File: src/rtl/requant_int20_to_int12.sv
// Two-stage int20 -> int12 requantizer: round-half-up arithmetic right shift, then saturate.
// Define REQUANT_RELU_EN to zero negative values before saturation.
module requant_int20_to_int12 #(
   parameter int CNT_W = 16
) (
   input  logic             clk,
   input  logic             rst_n,
   input  logic             in_valid,
   output logic             in_ready,
   input  logic [19:0]      in20,
   input  logic [3:0]       shift,
   output logic             out_valid,
   input  logic             out_ready,
   output logic [11:0]      out12,
   input  logic             sat_clr,
   output logic [CNT_W-1:0] sat_count
);

   logic               s1_valid;
   logic signed [20:0] s1_val;
   logic               s1_adv;
   logic               s2_adv;
   logic [3:0]         shift_c;
   logic signed [20:0] rnd;
   logic signed [20:0] sum;
   logic signed [20:0] shifted;
   logic signed [20:0] pre;
   logic [11:0]        sat_val;
   logic               sat_hit;

   assign s2_adv   = !out_valid || out_ready;
   assign s1_adv   = !s1_valid || s2_adv;
   // Held low while reset is asserted; otherwise purely the S1 advance condition.
   assign in_ready = rst_n && s1_adv;

   always_comb begin
      shift_c = (shift > 4'd11) ? 4'd11 : shift;
      rnd     = '0;
      if (shift_c != 4'd0)
         rnd = 21'sd1 <<< (shift_c - 4'd1);
      sum     = $signed({in20[19], in20}) + rnd;
      shifted = sum >>> shift_c;
   end

   always_comb begin
      pre = s1_val;
`ifdef REQUANT_RELU_EN
      if (s1_val < 0)
         pre = '0;
`endif
      sat_hit = 1'b1;
      if (pre > 21'sd2047)
         sat_val = 12'h7ff;
      else if (pre < -21'sd2048)
         sat_val = 12'h800;
      else begin
         sat_val = pre[11:0];
         sat_hit = 1'b0;
      end
   end

   always_ff @(posedge clk or negedge rst_n) begin
      if (!rst_n) begin
         s1_valid <= 1'b0;
         s1_val   <= '0;
      end else if (s1_adv) begin
         s1_valid <= in_valid;
         if (in_valid)
            s1_val <= shifted;
      end
   end

   always_ff @(posedge clk or negedge rst_n) begin
      if (!rst_n) begin
         out_valid <= 1'b0;
         out12     <= '0;
      end else if (s2_adv) begin
         out_valid <= s1_valid;
         if (s1_valid)
            out12 <= sat_val;
      end
   end

   // Clear has priority; the count sticks at all-ones.
   always_ff @(posedge clk or negedge rst_n) begin
      if (!rst_n)
         sat_count <= '0;
      else if (sat_clr)
         sat_count <= '0;
      else if (s2_adv && s1_valid && sat_hit && (sat_count != {CNT_W{1'b1}}))
         sat_count <= sat_count + 1'b1;
   end

endmodule

File: config.mk
export PLATFORM = sky130hd
export DESIGN_NAME = requant_int20_to_int12
export DESIGN_NICKNAME = d
export VERILOG_FILES = /design/src/rtl/requant_int20_to_int12.sv
export SDC_FILE = /design/constraint.sdc
export NUM_CORES = 1
export LEC_CHECK = 0
export CELL_PAD_IN_SITES_DETAIL_PLACEMENT = 0
export CELL_PAD_IN_SITES_GLOBAL_PLACEMENT = 2
export CORE_MARGIN = 2
export CORE_UTILIZATION = 30
export DETAILED_ROUTE_END_ITERATION = 10
export PLACE_DENSITY = 0.77
export SLEW_MARGIN = 30
export SYNTH_ARGS = -nofsm -noshare
export SYNTH_HDL_FRONTEND = slang
export SYNTH_SLANG_ARGS = --single-unit
File: constraint.sdc
create_clock -name clk -period 2 [get_ports clk]
set_clock_uncertainty 0.15 [all_clocks]
set_input_delay 0.4 -clock clk [delete_from_list [all_inputs] [get_ports clk]]
set_output_delay 0.4 -clock clk [all_outputs]
set_load 0.1 [all_outputs]
Word level (Yosys, flattened, before mapping)
Index checks and enable logic that the tools add are counted.
Cells by class
  add/sub/neg operators: 3
  order comparisons: 3
  equality and inequality tests: 1
  shift operators: 2
  muxes and demuxes: 8
  reductions and logical operators: 12
Operator list (count)
  16-bit two-way mux: 2
  12-bit two-way mux: 2
  20-bit by 21-bit adder with 21-bit output: 1
  21-bit by 12-bit greater-than comparator with 1-bit output, second input constant: 1
  21-bit by 12-bit less-than comparator with 1-bit output, second input constant: 1
  21-bit two-way mux: 1
  2-bit by 4-bit <<< shifter with 21-bit output, first input constant: 1
  21-bit by 4-bit >>> shifter with 21-bit output: 1
  16-bit by 1-bit adder with 16-bit output, second input constant: 1
  16-bit inequality test, second input constant: 1
  4-bit greater-than comparator, second input constant: 1
  1-bit logical AND: 4
  4-bit two-way mux: 1
  2-bit AND reduction: 2
  4-bit nonzero test: 1
  4-bit by 1-bit subtractor with 4-bit output, second input constant: 1
  1-bit zero test: 2
  1-bit logical OR: 2
  1-bit two-way mux: 2
  2-bit nonzero test: 1
Storage, ports and cells
  flip-flop bits (word level): 51
  bits of input ports: 29
  output and inout port bits: 30
  logic and storage cells: 34

Logic depth before layout (Yosys ltp)
Gate-level depths: netlist of run 1.
  word-level depth: 7
  mapped depth: 16

Worst setup path before layout of run 1
No wires, ideal clock.
  kind: input to register
  from: input port shift[3]
  to: register s1_val[14] (netlist: pre[14])
  library setup time: 0.126 ns
  data arrival time: 3.572 ns
  data required time: 1.724 ns
  setup slack: -1.848 ns
  stages: 15
  buffers on the path: 3
  cell sequence: buf_2 -> inv_1 -> o21ai_1 -> clkbuf_1 -> buf_2 -> nor3_1 -> ha_1 -> a21oi_1 -> o21ai_0 -> o31a_1 -> a21oi_2 -> xor2_2 -> mux2i_1 -> and3_1 -> o32a_1
Between the ends
  longest elaborated chain between the ends: 7
  elaborated cells between the ends (all ways): 8
  those cells by class: add/sub: 2; order compare: 1; shift: 2; mux: 2; reduce/logical: 1
RTL lines
  start: declaration: line 11  | input logic [3:0] shift,
  4-bit greater-than comparator: line 37  | shift_c = (shift > 4'd11) ? 4'd11 : shift;
  4-bit two-way mux (*): line 37
  4-bit by 1-bit subtractor with 4-bit output: line 40  | rnd = 21'sd1 <<< (shift_c - 4'd1);
  2-bit by 4-bit <<< shifter with 21-bit output: line 40
  21-bit two-way mux: line 39  | if (shift_c != 4'd0)
  20-bit by 21-bit adder with 21-bit output: line 41  | sum = $signed({in20[19], in20}) + rnd;
  21-bit by 4-bit >>> shifter with 21-bit output (*): line 42  | shifted = sum >>> shift_c;
  end signal: assignment: line 69  | s1_val <= shifted;
  end: declaration: line 20  | logic signed [20:0] s1_val;
Every way passes the cells marked *; elsewhere a longest branch is shown, timed or not.
A chain may end at the register's enable or synchronous reset.

Worst setup path in the final report of run 1
  from: input port shift[3]
  to: register s1_val[0] (netlist: pre[0])
Same word-level chain as after synthesis.

==> results of run 1 <==
[sequential cells by signal, summed over array words and instances, names as in the netlist]
| register | cells |
|---|---|
| pre | 21 |
| sat_count | 16 |
| out12 | 12 |
| out_valid | 1 |
| s1_valid | 1 |
[through the flow]
stage	instance area [um2]	hold WS, ns	cells
after detailed placement	6810	0.346	909
after CTS	7610	0.130	936
final	7930	0.0957	944
after global routing	7930	0.166	944
after global placement	6810	0.334	909
after floorplan	4770	-0.0456	551
[metal layers]
metal | share of wire (%) | up-vias | global-route usage, %
met3 | 3.1 | 17 | 1.53
met1 | 45 | 2468 | 26.1
li1 | - | 2498 | -
met2 | 51 | 111 | 34.3
met4 | 1.4 | 0 | 5.24
met5 | 0 | - | 0
[cell families (layout without fill, tap and decap cells)]
| logic type | Yosys count | after routing | synth area share (%) |
|---|---|---|---|
| AO/OA/AOI/OAI | 198 | 198 | 32.0 |
| multiplexers | 23 | 23 | 5.78 |
| flip-flops | 51 | 51 | 28.5 |
| other | 1 | 5 | 0.0837 |
| XOR/XNOR | 24 | 24 | 5.03 |
| AND/OR/NAND/NOR | 187 | 187 | 19.4 |
| adder cells (fa/ha/maj) | 18 | 18 | 5.20 |
| buffers and inverters | 45 | 254 | 4.02 |
[how the worst min path moves through the flow]
stage          cells after the start       endpoint      from  slack, ns
6_report                           2  sat_count[13]     rst_n        0.1
5_1_grt                            2  sat_count[13]     rst_n       0.17
4_1_cts                            2  sat_count[13]     rst_n       0.13
3_5_place_dp                       1      out_valid  s1_valid       0.35
3_3_place_gp                       1      out_valid  s1_valid       0.33
2_1_floorplan                      0       out12[0]     rst_n      -0.05
[power groups by stage]
stage          Combinational [mW]  Clock, mW  Sequential, mW
2_1_floorplan               0.862          0            1.74
3_5_place_dp                 2.21          0            1.34
4_1_cts                      2.40      0.853            1.32
5_1_grt                      2.67      0.901            1.34
6_report                     2.51      0.830            1.32
3_3_place_gp                 2.20          0            1.33
[layout make-up]
class                   count  area, um2
inverters                  12       62.6
fillers                  1331       6600
repair buffers            234       2300
clock inverters             1       7.51
well taps                 184        230
flip-flops and latches     51       1330
clock buffers               7        133
multi-input cells         455       3870
[critical path: cells and delay by family]
family | cells | cell delay, ns
compound gates | 4 | 0.80
fa+ha+maj | 1 | 0.29
buf+inv | 3 | 0.39
mux | 1 | 0.46
simple gates | 3 | 0.83
[what timing repair did]
action,4_1_cts,5_1_grt
gates cloned,0,0
endpoints found under the setup margin,29,37
gates resized for setup,126,58
buffers inserted,20,10
pin swaps,59,58
[cell usage in the layout, fill, tap and decap left out, types with 5 or more instances in the layout]
cell,netlist,layout
buf_4,0,160
xnor2_1,11,5
a211oi_2,1,5
a21oi_2,5,10
dfrtp_4,0,12
xnor2_2,0,5
inv_1,11,8
nand3_1,15,13
a21oi_1,46,34
clkbuf_16,0,5
o21ai_1,5,10
a21oi_4,2,9
a21o_1,5,5
dfrtp_2,0,5
o21ai_2,0,7
buf_6,0,13
buf_12,0,34
nor3_4,0,5
a221oi_1,7,6
ha_1,17,8
nand2_2,1,10
nor3_1,17,10
nor2_1,44,37
nand2_1,64,51
conb_1,1,5
clkdlybuf4s50_1,0,18
o211ai_1,17,17
a31oi_1,9,5
o21ai_0,33,19
mux2i_1,18,15
xor2_1,11,10
nand4_1,9,9
dfrtp_1,51,34
ha_4,0,8
nor2_4,0,6
==> impl_metrics.env, run 1 <==
export IMPL_status="complete, but fails checks"
export IMPL_violations="negative setup slack"
export IMPL_critical_path_class="in -> reg"
export IMPL_crit_chain="buf_12, buf_8, nor4_4, ha_1, a211oi_2, buf_4, o21ai_2, a21o_1, or3_4, and2_4, mux4_2, a221o_1"
export IMPL_syn_area_um2=4480
export IMPL_path_max_fanout=5
export IMPL_die_area_um2=15900
export IMPL_p_leak_nw=3.23
export IMPL_drt_pass1_iter_count=4
export IMPL_swShare_pct=40.9
export IMPL_slew_viol_final=0
export IMPL_r2r_cells=9
export IMPL_final_nets=806
export IMPL_avgRoutedWirePerCell_um=16.9
export IMPL_r2r_slack_ns=-0.07
export IMPL_ir_drop_mv=0.366
export IMPL_post_route_period_util_pct=157
export IMPL_p_int_mw=2.75
export IMPL_final_util_pct=54.6
export IMPL_ant_nets=0
export IMPL_io_pin_count=59
export IMPL_endpoint_kind="flop"
export IMPL_ys_ff_latch=51
export IMPL_max_stage_delay_ns=0.46
export IMPL_total_switching_power_mw=1.91
export IMPL_first_global_vias=5025
export IMPL_viasPerCell=5.40
export IMPL_synth_edf_count=0
export IMPL_pwr_share_clk_pct=17.8
export IMPL_clk_pin_slew_worst_paths_ns=0.07
export IMPL_grt_overflow_total=0
export IMPL_p_seq_share_pct=28.3
export IMPL_r2r_start="pre[13]"
export IMPL_die_h_um=126
export IMPL_worst_endpoint_arrival_ns=3.18
export IMPL_clkSinkCount=51
export IMPL_cts_tree="done"
export IMPL_cap_violations=0
export IMPL_timing_rr_end="sat_count[10]"
export IMPL_yosysTopAreaCell="dfrtp_1"
export IMPL_hold_buffers=0
export IMPL_syn_to_final_growth_pct=77.0
export IMPL_min_path_type="in -> async"
export IMPL_tns_ns=-21.30
export IMPL_htreeDepth=2
export IMPL_synthFlopType="dfrtp_1"
export IMPL_fp_dieW_um=126
export IMPL_detail_route_iter0_violations=245
export IMPL_syn_area_per_cell_um2=8.19
export IMPL_synth_cell_types=79
export IMPL_start_util_pct=30.8
export IMPL_synth_most_common_cell="nand2_1"
export IMPL_place_hpwl_um=12000
export IMPL_rows=44
export IMPL_grt_max_degree=52
export IMPL_endpoint="pre[0]"
export IMPL_numCtsBuffers=5
export IMPL_max_slew_margin_rel_pct=55.6
export IMPL_vias=5094
export IMPL_clock_path_buffers=2
export IMPL_ys_seq_area_share_pct=28.5
export IMPL_core_area_um2=14500
export IMPL_power_density_nw_per_um2=588
export IMPL_wirelength_um=15900
export IMPL_netlist_instances=547
export IMPL_gp_congestion=0.860
export IMPL_root_buffer="clkbuf_16"
export IMPL_synthArstFlopShare_pct=100
export IMPL_dp_slack_ns=-2.25
export IMPL_antenna_cells=0
export IMPL_layout_drive_gt1_share_pct=49.5
export IMPL_finalSetupViolCount=27
export IMPL_clock_latency_ns=0.29
export IMPL_start_kind="input port"
export IMPL_grt_usage_pct=19.6
export IMPL_synthTopCellsByArea="dfrtp_1, nand2_1, a21oi_1"
export IMPL_finalWorstSetupSlack_ns=-1.15
export IMPL_p_total_mw=4.66
export IMPL_synth_top_cell_area_share_pct=28.5
export IMPL_fmax_mhz=318
export IMPL_grt_first_pass_wirelength_um=25800
export IMPL_yosysWarnings=0
export IMPL_startpoint="shift[3]"
export IMPL_comb_power_share_pct=53.9
export IMPL_fin_crit_ns=3.15
export IMPL_synthTopCellsByCount="nand2_1, dfrtp_1, a21oi_1"
export IMPL_post_route_drc_count=0
export IMPL_rsz0062_at_grt="true"
export IMPL_max_slew_worst_pin_slew_ns=0.666
export IMPL_crit_required_ns=2.03
export IMPL_io_buffer_count=58
export IMPL_antenna_found_initial=0
export IMPL_hold_violations=0
export IMPL_cp_slowest_cell="mux4_2"
No activity file was read; power rests on OpenSTA's default activity.
==> run 2: changes to the inputs <==
--- a/config.mk
+++ b/config.mk
@@ -5,12 +5,13 @@
 export SDC_FILE = /design/constraint.sdc
 export NUM_CORES = 1
 export LEC_CHECK = 0
+export CAP_MARGIN = 25
 export CELL_PAD_IN_SITES_DETAIL_PLACEMENT = 0
 export CELL_PAD_IN_SITES_GLOBAL_PLACEMENT = 2
 export CORE_MARGIN = 2
-export CORE_UTILIZATION = 30
+export CORE_UTILIZATION = 34
 export DETAILED_ROUTE_END_ITERATION = 10
-export PLACE_DENSITY = 0.77
+export PLACE_DENSITY = 0.82
 export SLEW_MARGIN = 30
 export SYNTH_ARGS = -nofsm -noshare
 export SYNTH_HDL_FRONTEND = slang
==> constraint.sdc (replaced) <==
create_clock -name clk -period 3.4 [get_ports clk]
set_clock_uncertainty 0.15 [all_clocks]
set_input_delay 0.68 -clock clk [delete_from_list [all_inputs] [get_ports clk]]
set_output_delay 0.68 -clock clk [all_outputs]
set_load 0.1 [all_outputs]
==> run 2 against run 1 <==
  * The run still ends with negative setup slack left
  * Critical path depth is 3 higher
  * Clock power down 30%
  * Global-route usage is 1.4 points higher
  * Largest power group unchanged
  * Non-clock buffer count is 44 lower
  * Setup slack gained 1.1 ns
  * Critical path type unchanged
  * Hold slack gained 0.23 ns
  * Sequential power fell by 43%
  * Flip-flop and latch count unchanged
  * Power fell by 43%
  * Die area down 11%
==> impl_metrics.env, run 2 (synthesis gave the netlist of run 1 again) <==
export IMPL_htreeDepth=2
export IMPL_crit_required_ns=3.48
export IMPL_placed_cells=854
export IMPL_ir_drop_mv=0.192
export IMPL_endpoint_kind="flop"
export IMPL_detail_route_iter0_violations=249
export IMPL_violations="negative setup slack"
export IMPL_core_area_um2=12700
export IMPL_gp_congestion=0.894
export IMPL_dp_slack_ns=-1.01
export IMPL_final_cell_mix="buf_4, nand2_1, dfrtp_1, nor2_1, a21oi_1"
export IMPL_fin_crit_ns=3.46
export IMPL_path_buf_inv=5
export IMPL_crit_top_cell="buf_4"
export IMPL_layout_drive_gt1_share_pct=39.9
export IMPL_max_slew_worst_pin_slew_ns=0.644
export IMPL_max_stage_delay_ns=0.50
export IMPL_viasPerCell=5.41
export IMPL_hold_buffers=0
export IMPL_clk_pin_slew_worst_paths_ns=0.07
export IMPL_finalWorstSetupSlack_ns=-0.0624
export IMPL_slew_viol_final=0
export IMPL_largest_register_ffs=21
export IMPL_io_pin_count=59
export IMPL_die_h_um=119
export IMPL_die_area_um2=14100
export IMPL_cp_top_family="compound AO/OA/AOI/OAI gates"
export IMPL_power_density_nw_per_um2=377
export IMPL_path_depth=15
export IMPL_cp_slowest_cell="mux4_2"
export IMPL_min_path_type="reg -> reg"
export IMPL_rsz0062_at_grt="true"
export IMPL_final_area_um2=7000
export IMPL_layoutNonFillerInstCount=888
export IMPL_hold_violations=0
export IMPL_fmax_mhz=289
export IMPL_post_route_drc_count=0
export IMPL_start_kind="input port"
export IMPL_wirelength_um=14800
export IMPL_final_common_cell="buf_4"
export IMPL_grt_max_degree=52
export IMPL_critical_path_class="in -> reg"
export IMPL_rows=41
export IMPL_cap_violations=0
export IMPL_tns_ns=-0.157
export IMPL_clkSinkCount=51
export IMPL_io_buffer_count=58
export IMPL_hold_depth=2
export IMPL_numCtsBuffers=5
export IMPL_first_global_vias=4701
export IMPL_r2r_cells=9
export IMPL_p_leak_nw=2.93
export IMPL_placed_area_um2=6000
export IMPL_antenna_found_initial=0
export IMPL_syn_to_final_growth_pct=56.2
export IMPL_post_route_period_util_pct=102
export IMPL_finalSetupViolCount=5
export IMPL_vias=4808
export IMPL_worst_endpoint_arrival_ns=3.55
export IMPL_ant_nets=0
export IMPL_crit_chain="buf_12, clkinv_8, buf_4, o21ai_4, buf_4, nor3_4, ha_4, buf_4, nand4_1, o221ai_1, a221o_1, or2_4, mux4_2, o211ai_2, a31o_1"
export IMPL_grt_first_pass_wirelength_um=24400
export IMPL_grt_overflow_total=0
export IMPL_path_max_fanout=6
export IMPL_root_buffer="clkbuf_16"
export IMPL_final_nets=762
export IMPL_clock_path_buffers=2
export IMPL_avgRoutedWirePerCell_um=16.6
export IMPL_antenna_cells=0
export IMPL_place_hpwl_um=10800
export IMPL_status="complete, but fails checks"
export IMPL_max_slew_margin_rel_pct=57.0
export IMPL_fp_dieW_um=119
export IMPL_clock_latency_ns=0.29
export IMPL_cts_tree="done"
export IMPL_start_util_pct=35.2
export IMPL_drt_pass1_iter_count=7
export IMPL_grt_usage_pct=21.0
export IMPL_nFillCells=1191
[run 2: routing by layer]
layer  part of all wire [%]  up-vias  GRT usage (%)
li1                       -     2403              -
met1                     46     2271           28.6
met2                     49      120           35.4
met3                    3.4       14           2.12
met4                    1.2        0           5.80
met5                      0        -              0
[run 2: final cells by class]
type | count | area (um2) | share of cell area [%]
clock buffers | 6 | 139 | 1.98
repair buffers | 190 | 1620 | 23.1
multi-input cells | 455 | 3650 | 52.2
flip-flops and latches | 51 | 1280 | 18.2
well taps | 172 | 215 | 3.08
inverters | 12 | 60.1 | 0.858
clock inverters | 2 | 35.0 | 0.501
[run 2: per-stage QoR]
step	power (mW)	utilization (%)	hold WS [ns]
global placement	1.89	47.2	0.315
global route	2.79	55.0	0.382
floorplan	1.52	-	0.234
finish	2.64	55.0	0.330
detailed placement	1.90	47.2	0.322
CTS	2.57	52.3	0.336
[run 2: worst reg2reg max path, stage by stage, from the launching register on]
cell and delay [ns]:
dfrtp_1 0.41, nor4_1 0.29, a31oi_1 0.13, buf_4 0.19
o221ai_1 0.48, nor2_1 0.15, and2_1 0.25, nand4_1 0.12
xor2_1 0.16, nor2_1 0.05
[run 2: worst paths after layout]
kind,start,endpoint,slack (ns)
setup / recovery,shift[3],pre[9],-0.06
hold / removal,out12[8],out12[8],0.33
setup reg to reg,pre[14],sat_count[10],0.89
hold reg to reg,out12[8],out12[8],0.33
max in group asynchronous,rst_n,pre[20],2.30
min in group asynchronous,rst_n,sat_count[9],0.36
[run 2: power breakdown]
part           switching, mW  total [mW]  leakage [nW]  internal (mW)
logic                  0.792        1.30          2.21          0.506
clock network          0.219       0.585        0.0868          0.366
registers             0.0580       0.752         0.633          0.694
[run 2: timing repair]
item / CTS / global route
pin swaps: 43 / 55
gates cloned: 1 / 0
resized for setup: 77 / 66
endpoints found under the setup margin: 20 / 20
setup buffers: 19 / 8
==> run 3: changes to the inputs <==
--- a/config.mk
+++ b/config.mk
@@ -12,6 +12,7 @@
 export CORE_UTILIZATION = 34
 export DETAILED_ROUTE_END_ITERATION = 10
 export PLACE_DENSITY = 0.82
+export RECOVER_POWER = 100
 export SLEW_MARGIN = 30
 export SYNTH_ARGS = -nofsm -noshare
 export SYNTH_HDL_FRONTEND = slang
==> run 3 against run 2 <==
  * The run still ends with negative setup slack left
  * Sequential power about the same
  * Critical path type unchanged
  * Largest cell class unchanged
  * Largest power group unchanged
  * Global-route usage unchanged
  * Clock power about the same
  * Utilization decreased by 1.0 points
  * Critical endpoint unchanged
  * Highest routed layer unchanged
  * Power decreased by 1.4%
  * Final cell count unchanged
  * First-iteration DRC count increased by 2.0%
==> impl_metrics.env, run 3 (synthesis gave the netlist of run 1 again) <==
export IMPL_gp_congestion=0.894
export IMPL_ir_drop_mv=0.190
export IMPL_cts_tree="done"
export IMPL_ant_nets=0
export IMPL_nFillCells=1223
export IMPL_p_int_mw=1.53
export IMPL_tns_ns=-0.184
export IMPL_max_slew_margin_rel_pct=15.9
export IMPL_clock_latency_ns=0.29
export IMPL_start_kind="input port"
export IMPL_fp_dieW_um=119
export IMPL_path_max_fanout=5
export IMPL_comb_power_share_pct=48.6
export IMPL_start_util_pct=35.2
export IMPL_finalWorstSetupSlack_ns=-0.0630
export IMPL_final_common_cell="buf_4"
export IMPL_drt_pass1_iter_count=4
export IMPL_syn_to_final_growth_pct=53.4
export IMPL_status="complete, but fails checks"
export IMPL_grt_usage_pct=21.0
export IMPL_pwr_share_clk_pct=22.5
export IMPL_swShare_pct=41.1
export IMPL_crit_required_ns=3.48
export IMPL_detail_route_iter0_violations=254
export IMPL_violations="negative setup slack"
export IMPL_fmax_mhz=289
export IMPL_avgRoutedWirePerCell_um=16.7
export IMPL_wirelength_um=14800
export IMPL_io_pin_count=59
export IMPL_cap_violations=0
export IMPL_placed_area_um2=6000
export IMPL_max_stage_delay_ns=0.50
export IMPL_crit_chain="buf_12, buf_6, nor4_4, ha_1, a211oi_4, buf_6, o211ai_4, a221o_1, or2_4, mux4_2, o211ai_2, a31o_1"
export IMPL_total_switching_power_mw=1.07
export IMPL_min_path_type="reg -> reg"
export IMPL_rsz0062_at_grt="true"
export IMPL_p_leak_nw=2.81
export IMPL_critical_path_class="in -> reg"
export IMPL_hold_violations=0
export IMPL_worst_endpoint_arrival_ns=3.55
export IMPL_cp_top_family="compound AO/OA/AOI/OAI gates"
export IMPL_max_slew_worst_pin_slew_ns=1.26
export IMPL_core_area_um2=12700
export IMPL_viasPerCell=5.43
export IMPL_antenna_found_initial=0
export IMPL_antenna_cells=0
export IMPL_final_cell_mix="buf_4, nand2_1, dfrtp_1, nor2_1, a21oi_1"
export IMPL_endpoint_kind="flop"
export IMPL_die_area_um2=14100
export IMPL_rows=41
export IMPL_post_route_period_util_pct=102
export IMPL_cp_slowest_cell="mux4_2"
export IMPL_first_global_vias=4701
export IMPL_p_seq_share_pct=28.9
export IMPL_grt_max_degree=52
export IMPL_layoutNonFillerInstCount=888
export IMPL_io_buffer_count=58
export IMPL_finalSetupViolCount=5
export IMPL_power_density_nw_per_um2=378
export IMPL_vias=4826
export IMPL_die_h_um=119
export IMPL_final_area_um2=6870
export IMPL_final_nets=762
export IMPL_clock_path_buffers=2
export IMPL_slew_viol_final=0
export IMPL_layout_drive_gt1_share_pct=35.8
export IMPL_htreeDepth=2
export IMPL_fin_crit_ns=3.46
export IMPL_post_route_drc_count=0
export IMPL_grt_overflow_total=0
export IMPL_finalHoldWorstSlack_ns=0.328
export IMPL_place_hpwl_um=10800
export IMPL_crit_top_cell="buf_6"
export IMPL_placed_cells=854
export IMPL_root_buffer="clkbuf_16"
export IMPL_grt_first_pass_wirelength_um=24400
export IMPL_largest_register_ffs=21
export IMPL_numCtsBuffers=5
export IMPL_clkSinkCount=51
export IMPL_clk_pin_slew_worst_paths_ns=0.07
export IMPL_path_buf_inv=3
export IMPL_p_total_mw=2.60
run 3: changes by cell type in the layout (fill, tap and decap cells not counted):
| cell | before | now |
|---|---|---|
| xnor2_2 | 2 | 1 |
| clkbuf_1 | 0 | 29 |
| dlygate4sd3_1 | 0 | 1 |
| and2_0 | 0 | 3 |
| clkdlybuf4s50_1 | 21 | 20 |
| clkbuf_2 | 1 | 2 |
| xnor2_1 | 7 | 8 |
| buf_4 | 139 | 109 |
| and2_1 | 7 | 4 |
| mux2i_4 | 1 | 0 |
| mux2i_2 | 3 | 4 |
run 3: power by group through the flow:
stage               combinational (mW)  sequential [mW]  clock [mW]
floorplan                        0.498             1.02           0
global placement                  1.13            0.761           0
detailed placement                1.14            0.764           0
CTS                               1.21            0.753       0.600
global route                      1.35            0.766       0.635
finish                            1.26            0.752       0.585
run 3: final cells by class:
type	count	area [um2]	share of cell area [%]
multi-input combinational	455	3640	53.0
timing repair buffer	190	1510	21.9
sequential	51	1280	18.6
tap	172	215	3.13
clock buffer	6	139	2.02
inverter	12	60.1	0.874
clock inverter	2	35.0	0.510
run 3: layer usage:
layer | up-vias | wire length [um] | GRT usage, % | share of wire [%]
met5 | - | 0 | 0 | 0
met4 | 0 | 173 | 5.80 | 1.2
met3 | 15 | 524 | 2.12 | 3.5
met2 | 121 | 7230 | 35.4 | 49
met1 | 2289 | 6890 | 28.6 | 46
li1 | 2401 | - | - | -
run 3: worst paths after layout:
check	start	to	slack [ns]	depth (start not counted)
worst max register to register	pre[14]	sat_count[10]	0.85	9
max in group asynchronous	rst_n	pre[20]	1.73	2
worst max-delay path	shift[3]	pre[9]	-0.06	12
min in group asynchronous	rst_n	sat_count[9]	0.61	2
worst min-delay path	out12[8]	out12[8]	0.33	2
worst min register to register	out12[8]	out12[8]	0.33	2
run 3: metrics by stage:
step                      setup WS (ns)  util (%)
final                           -0.0630      54.0
after global routing             -0.182      54.0
after CTS                        -0.171      52.3
after detailed placement          -1.01      47.2
after global placement           -0.976      47.2
after floorplan                  -0.242         -
run 3: repair_timing:
action	4_1_cts	5_1_grt
gates cloned	1	0
setup buffers	19	8
pin swaps	43	55
hold buffers	0	0
endpoints found under the setup margin	20	20
endpoints found under the hold margin	0	0
gates resized for setup	77	66
run 3: worst register-to-register path: stages (launching register included):
cell      delay [ns]
dfrtp_1         0.41
nor4_1          0.29
a31oi_1         0.14
buf_4           0.19
o221ai_1        0.48
nor2_1          0.15
and2_0          0.26
nand4_1         0.13
xor2_1          0.16
nor2_1          0.05
